## config.mk

```make
export PLATFORM = sky130hd
export DESIGN_NAME = pipelined_prefix_adder
export DESIGN_NICKNAME = d
export VERILOG_FILES = /design/src/rtl/pipelined_prefix_adder_pkg.sv /design/src/rtl/prefix_pipe_reg.sv /design/src/rtl/pipelined_prefix_adder.sv
export SDC_FILE = /design/constraint.sdc
export NUM_CORES = 1
export LEC_CHECK = 0
export ABC_AREA = 1
export ABC_CLOCK_PERIOD_IN_PS = 1450
export CORE_MARGIN = 2
export CORE_UTILIZATION = 55
export CTS_BUF_LIST = sky130_fd_sc_hd__clkbuf_8 sky130_fd_sc_hd__clkbuf_16
export DETAILED_ROUTE_END_ITERATION = 7
export PLACE_DENSITY = 0.79
export RECOVER_POWER = 50
export REMOVE_ABC_BUFFERS = 1
export SYNTH_ARGS = -nofsm -noshare
export SYNTH_HDL_FRONTEND = slang
export SYNTH_SLANG_ARGS = --single-unit
```

## constraint.sdc

```tcl
create_clock -name clk -period 1.45 [get_ports clk]
set_input_delay 0.145 -clock clk [delete_from_list [all_inputs] [get_ports clk]]
set_output_delay 0.145 -clock clk [all_outputs]
set_load 0.01 [all_outputs]
```

## src/rtl/pipelined_prefix_adder_pkg.sv

```systemverilog
// Shared types and elaboration helpers for the pipelined Kogge-Stone adder.
//   gp_t               : generate/propagate pair carried through the prefix tree
//   gp_combine         : prefix operator, hi group absorbs lo group
//   stage_after_level  : prefix level after which pipeline register k sits
//   reg_stage_at_level : inverse lookup, which register (0 = none) follows level m
package prefix_adder_pkg;

  typedef struct packed {
    logic g;
    logic p;
  } gp_t;

  function automatic gp_t gp_combine(input gp_t hi, input gp_t lo);
    gp_t r;
    r.g = hi.g | (hi.p & lo.g);
    r.p = hi.p & lo.p;
    return r;
  endfunction

  // Level 0 means "straight after preprocess". With one register per level
  // available, the registers shift down by one so the first one isolates the
  // operand conditioning; otherwise they are spread evenly (ceiling).
  function automatic int stage_after_level(input int k, input int l, input int s);
    int r;
    if (s == l + 1) begin
      r = k - 1;
    end else begin
      r = (k * l + s - 1) / s;
    end
    return r;
  endfunction

  function automatic int reg_stage_at_level(input int m, input int l, input int s);
    int r;
    r = 0;
    for (int k = 1; k < s; k++) begin
      if (stage_after_level(k, l, s) == m) begin
        r = k;
      end else begin
        r = r;
      end
    end
    return r;
  endfunction

endpackage

```

## src/rtl/prefix_pipe_reg.sv

```systemverilog
// One valid/ready pipeline slice: a valid bit plus a DW-bit payload.
//   up_valid/up_data/up_ready : upstream side (up_ready is this slice's load enable)
//   dn_valid/dn_data/dn_ready : downstream side (dn_ready is the next load enable)
// The slice loads whenever it is empty or the downstream side takes its
// content, so bubbles are squeezed out under backpressure. The payload only
// captures on a valid transfer, keeping garbage on idle inputs out of the pipe.
module prefix_pipe_reg #(
  parameter int DW = 8
) (
  input  logic          clk,
  input  logic          rst_n,
  input  logic          up_valid,
  input  logic [DW-1:0] up_data,
  output logic          up_ready,
  output logic          dn_valid,
  output logic [DW-1:0] dn_data,
  input  logic          dn_ready
);

  logic          valid_r;
  logic [DW-1:0] data_r;

  assign up_ready = ~valid_r | dn_ready;
  assign dn_valid = valid_r;
  assign dn_data  = data_r;

  // Slice state: valid follows upstream on load, payload only on a real op.
  always_ff @(posedge clk or negedge rst_n) begin
    if (!rst_n) begin
      valid_r <= 1'b0;
      data_r  <= '0;
    end else if (up_ready) begin
      valid_r <= up_valid;
      if (up_valid) begin
        data_r <= up_data;
      end
    end
  end

endmodule

```

## src/rtl/pipelined_prefix_adder.sv

```systemverilog
// Pipelined Kogge-Stone adder/subtractor with carry-in, carry-out and signed
// overflow, wrapped in per-stage valid/ready flow control.
//   clk, rst_n           : clock (rising edge), asynchronous active-low reset
//   in_valid/in_ready    : operand handshake
//   in_a, in_b           : WIDTH-bit operands
//   in_cin               : carry-in, ignored when in_sub=1
//   in_sub               : 1 selects A-B
//   out_valid/out_ready  : result handshake
//   out_sum              : WIDTH-bit result modulo 2^WIDTH
//   out_cout             : carry out of the MSB (subtract: 1 = no borrow)
//   out_ovf              : two's-complement overflow
// The prefix tree works on WIDTH+1 nodes: node 0 is the carry-in (bit -1),
// node i+1 is operand bit i. PIPE_STAGES-1 registers are placed between
// prefix levels; the output register after postprocess is always present.
module pipelined_prefix_adder
  import prefix_adder_pkg::*;
#(
  parameter int WIDTH       = 32,
  parameter int PIPE_STAGES = 2
) (
  input  logic             clk,
  input  logic             rst_n,
  input  logic             in_valid,
  output logic             in_ready,
  input  logic [WIDTH-1:0] in_a,
  input  logic [WIDTH-1:0] in_b,
  input  logic             in_cin,
  input  logic             in_sub,
  output logic             out_valid,
  input  logic             out_ready,
  output logic [WIDTH-1:0] out_sum,
  output logic             out_cout,
  output logic             out_ovf
);

  localparam int LEVELS = $clog2(WIDTH);
  localparam int NODES  = WIDTH + 1;
  localparam int MID_W  = 2 * NODES + WIDTH;
  localparam int OUT_W  = WIDTH + 2;

  typedef gp_t [NODES-1:0] gp_vec_t;

  // stage_valid_s[k] is the valid bit of register k; index 0 is the input.
  // stage_load_s[k] is the load enable of register k (k = PIPE_STAGES is the output).
  logic [PIPE_STAGES-1:0] stage_valid_s;
  logic [PIPE_STAGES:1]   stage_load_s;

  assign stage_valid_s[0] = in_valid;
  assign in_ready         = stage_load_s[1];

  for (genvar m = 0; m <= LEVELS; m++) begin : g_lvl
    localparam int RS = reg_stage_at_level(m, LEVELS, PIPE_STAGES);

    gp_vec_t          comb_s;
    gp_vec_t          fin_s;
    logic [WIDTH-1:0] p0c_s;
    logic [WIDTH-1:0] p0f_s;

    if (m == 0) begin : g_pre
      logic [WIDTH-1:0] b_eff_s;
      logic             cin_eff_s;

      // Operand conditioning: subtract inverts B and forces the carry-in,
      // which enters the tree as a pure generate at node 0.
      always_comb begin
        b_eff_s     = in_sub ? ~in_b : in_b;
        cin_eff_s   = in_sub ? 1'b1 : in_cin;
        comb_s      = '0;
        comb_s[0].g = cin_eff_s;
        comb_s[0].p = 1'b0;
        for (int i = 0; i < WIDTH; i++) begin
          comb_s[i+1].g = in_a[i] & b_eff_s[i];
          comb_s[i+1].p = in_a[i] ^ b_eff_s[i];
        end
        p0c_s = in_a ^ b_eff_s;
      end
    end else begin : g_ks
      localparam int DIST = 1 << (m - 1);

      for (genvar j = 0; j < NODES; j++) begin : g_node
        if (j >= DIST) begin : g_cmb
          assign comb_s[j] = gp_combine(g_lvl[m-1].fin_s[j], g_lvl[m-1].fin_s[j-DIST]);
        end else begin : g_pass
          assign comb_s[j] = g_lvl[m-1].fin_s[j];
        end
      end
      assign p0c_s = g_lvl[m-1].p0f_s;
    end

    if (RS != 0) begin : g_reg
      logic [MID_W-1:0] reg_q_s;

      prefix_pipe_reg #(
        .DW (MID_W)
      ) u_reg (
        .clk      (clk),
        .rst_n    (rst_n),
        .up_valid (stage_valid_s[RS-1]),
        .up_data  ({comb_s, p0c_s}),
        .up_ready (stage_load_s[RS]),
        .dn_valid (stage_valid_s[RS]),
        .dn_data  (reg_q_s),
        .dn_ready (stage_load_s[RS+1])
      );

      assign fin_s = reg_q_s[MID_W-1:WIDTH];
      assign p0f_s = reg_q_s[WIDTH-1:0];
    end else begin : g_wire
      assign fin_s = comb_s;
      assign p0f_s = p0c_s;
    end
  end

  logic [WIDTH-1:0] sum_s;
  logic             carry_top_s;
  logic             ovf_s;
  logic [OUT_W-1:0] out_q_s;

  // Postprocess. After LEVELS levels node i spans bits i-1..-1 for i < NODES-1,
  // so node i's group generate is the carry into bit i. The top node only
  // reaches bit 0, so the carry-in (node 0) is folded in one final step.
  always_comb begin
    for (int i = 0; i < WIDTH; i++) begin
      sum_s[i] = g_lvl[LEVELS].p0f_s[i] ^ g_lvl[LEVELS].fin_s[i].g;
    end
    carry_top_s = g_lvl[LEVELS].fin_s[WIDTH].g
                | (g_lvl[LEVELS].fin_s[WIDTH].p & g_lvl[LEVELS].fin_s[0].g);
    ovf_s       = carry_top_s ^ g_lvl[LEVELS].fin_s[WIDTH-1].g;
  end

  prefix_pipe_reg #(
    .DW (OUT_W)
  ) u_out (
    .clk      (clk),
    .rst_n    (rst_n),
    .up_valid (stage_valid_s[PIPE_STAGES-1]),
    .up_data  ({sum_s, carry_top_s, ovf_s}),
    .up_ready (stage_load_s[PIPE_STAGES]),
    .dn_valid (out_valid),
    .dn_data  (out_q_s),
    .dn_ready (out_ready)
  );

  assign out_sum  = out_q_s[OUT_W-1:2];
  assign out_cout = out_q_s[1];
  assign out_ovf  = out_q_s[0];

endmodule
```

==> reports/results.txt <==
maximum operating frequency: 674 MHz
fraction of power consumed by the clock network: 32.0%
clock tree root buffer cell: clkbuf_16
number of rows in the core area: 41
worst supply voltage drop on vdd: 1.06 mV
flip-flop and latch count after synthesis: 126
Detailed Place HPWL: 14000 um
number of synthesized flops with an enable pin: 0
total routed wire length on the met1 layer: 8410 um
full die area: 13600 um2
per-cell via count in the routed design: 5.26
Final GP Congestion: 0.944
sequential area share after synthesis: 45.4%
CTS H-Tree Depth: 4
outcome: complete, but fails checks
wire length per cell: 15.3 um
violated checks: setup timing
Inserted Diodes: 0
clock slew at the register clock pins of the worst setup and hold paths: 60 ps
effective utilization at floorplan: 55.7%
number of optimization iterations in the first detailed-route pass: 8
Slew Viols, Final: 0
Yosys Warn Count: 0
area overhead of the layout relative to synthesis: 30.2%
WL met2: 8780 um
leakage power figure: 4.47 nW
Worst Slack Setup Final: -32.6 ps
clock tree from TritonCTS: done
violation count after the first detailed-routing iteration: 430
arrival time of the worst setup path: 1820 ps
sequential fraction of design power: 37.9%
x dimension of the die: 116 um
proportion of layout cells with a drive suffix above 1: 9.33%
final routed DRC violation total: 0
number of buffers on the longest clock path: 2
endpoint kind of the worst setup timing path: flip-flop
Vias: 6430
required arrival time at the worst endpoint: 1790 ps
actual slew at the worst max-slew pin: 556 ps
remaining number of nets flagged by the antenna check after routing: 0
share of total power in combinational logic: 30.1%
GRT Total Usage: 29.1%
CTS buffer count: 17
switching power: 4.21 mW
wire length of the first global-routing pass: 30100 um
area of the core region: 12500 um2
maximum number of pins on one net before global-route repair: 58
Top FF cell, synth: dfrtp_1
unrepaired setup endpoints after global routing: yes
Worst-Skew Late Latency: 420 ps
most frequent standard cell in the layout excluding fill and tap cells: nand2_1
initial antenna violation count: 0
top library cells by usage in the layout, fill and taps aside: nand2_1 (346), dfrtp_1 (126), nor2_1 (67), clkdlybuf4s50_1 (67), a21oi_1 (55)
crit path kind: in2reg
final-stage net count: 1141
Hold Crit Class: in2async
Internal: 8.66 mW
max layer used: met4
critical path startpoint category: input pin
vias in the first global route: 6207
Mapped Cells: 897
Sw Ratio: 32.7%
total power divided by cell area: 1420 nW/um2
sum of internal, switching and leakage power: 12.9 mW
Final Hold Violating Endpoints: 0
Clock Sink Count: 126
# Max-Cap Violations: 0
input/output buffers: 105
chip height: 116 um
final count of negative-setup-slack endpoints: 1
worst relative slew slack: 63.0%
final sum of negative setup slack: -32.6 ps
number of distinct library cells after synthesis: 24
final critical delay including setup and external delays: 1480 ps
Congestion Overflow GR: 0
ratio of final minimum period to clock period: 102%
mean instance size in the synthesized netlist: 7.75 um2
total standard cell area after synthesis: 6950 um2
share of flip-flops with an asynchronous set or reset: 100%
Layout Skew: 5.11 ps
Detail Route met3 WL: 1000 um
I/O pin cnt: 106
final WL: 18700 um
highest net fanout along the worst path: 4
final cells by class:
class,count,area [um2]
clock buffer,19,453
clock inverter,13,124
fill,983,3420
inverter,45,169
multi-input combinational,697,3540
sequential,126,3150
tap,172,215
timing repair buffer,150,1400
what timing repair did:
action	CTS	global route
setup endpoints to repair	35	27
pin swaps	0	2
buffers inserted	0	1
hold endpoints to repair	126	0
hold buffers	1	0
gates resized for setup	35	32
state kept, by name, indices dropped and copies added, names as in the netlist:
register,cells
g_lvl.g_reg.u_reg.dn_data,90
u_out.dn_valid,1
g_lvl.g_reg.u_reg.dn_valid,1
u_out.dn_data,34
synthesized netlist by cell type (2+ instances only):
| cell type | instances | area share (%) |
|---|---|---|
| nand3_1 | 37 | 2.7 |
| buf_4 | 7 | 0.76 |
| o21ai_1 | 23 | 1.7 |
| nor3_1 | 4 | 0.29 |
| clkbuf_2 | 2 | 0.14 |
| dfrtp_1 | 126 | 45 |
| inv_1 | 42 | 2.3 |
| ha_1 | 34 | 6.1 |
| o21ai_0 | 43 | 3.1 |
| a21o_1 | 6 | 0.65 |
| o21bai_1 | 3 | 0.32 |
| buf_2 | 18 | 1.3 |
| xnor2_1 | 16 | 2.0 |
| a21oi_1 | 59 | 4.2 |
| nand2_1 | 347 | 19 |
| nand3b_1 | 14 | 1.5 |
| inv_2 | 3 | 0.16 |
| nor2_1 | 76 | 4.1 |
| xor2_1 | 32 | 4.0 |
worst max-delay path: stages:
cell,delay (ps)
clkdlybuf4s50_1,420
xor2_1,160
ha_1,350
nand2_1,140
o21ai_0,310
nand2_1,110
a21oi_1,180
routing by layer:
layer  track usage [%]  up-vias
met3              5.76       35
met5                 0        -
met2              45.5      212
met1              40.3     3013
li1                  -     3170
met4              11.3        0
through the flow:
step	setup WS (ps)	hold WS [ps]	std cells	instance area (um2)	utilization (%)
detailed placement	-387	71.6	1188	8480	68.0
global route	-45.1	288	1222	9050	72.6
floorplan	-1260	-151	868	6780	-
CTS	0.338	163	1221	9020	72.4
global placement	-358	71.3	1188	8480	68.0
finish	-32.6	240	1222	9050	72.6
final timing paths:
kind                                                     from                                            to  slack [ps]  depth (start not counted)
worst max-delay path                                 in_b[17]  g_lvl[3].g_reg.u_reg.dn_data[79]$_DFFE_PN0P_         -30                          7
worst min-delay path                                    rst_n  g_lvl[3].g_reg.u_reg.dn_data[35]$_DFFE_PN0P_         240                          2
worst max register to register     u_out.dn_valid$_DFFE_PN0P_                 u_out.dn_data[25]$_DFFE_PN0P_         120                          6
worst min register to register  u_out.dn_data[24]$_DFFE_PN0P_                 u_out.dn_data[24]$_DFFE_PN0P_         470                          2
max in group asynchronous                               rst_n  g_lvl[3].g_reg.u_reg.dn_data[31]$_DFFE_PN0P_         200                          3
min in group clk                                       in_sub  g_lvl[3].g_reg.u_reg.dn_data[33]$_DFFE_PN0P_         370                          6
cell families (layout without fill, tap and decap cells):
family / Yosys count / count (layout) / synth area share [%]
AOI/OAI and AO/OA: 135 / 135 / 10.1
xor gates and xnor gates: 48 / 48 / 6.05
adders and majority gates: 34 / 34 / 6.12
buffers and inverters: 74 / 227 / 4.84
DFF: 126 / 126 / 45.4
and+or+nand+nor: 480 / 480 / 27.5
power by group through the flow:
stage / Sequential (mW) / Combinational [mW] / Clock [mW]
after floorplan: 5.03 / 1.92 / 0
after global placement: 4.90 / 4.04 / 0
after detailed placement: 4.94 / 4.11 / 0
after CTS: 4.88 / 3.86 / 4.17
after global routing: 4.98 / 4.35 / 4.35
final: 4.88 / 3.88 / 4.12
No activity file was read; power rests on OpenSTA's default activity.
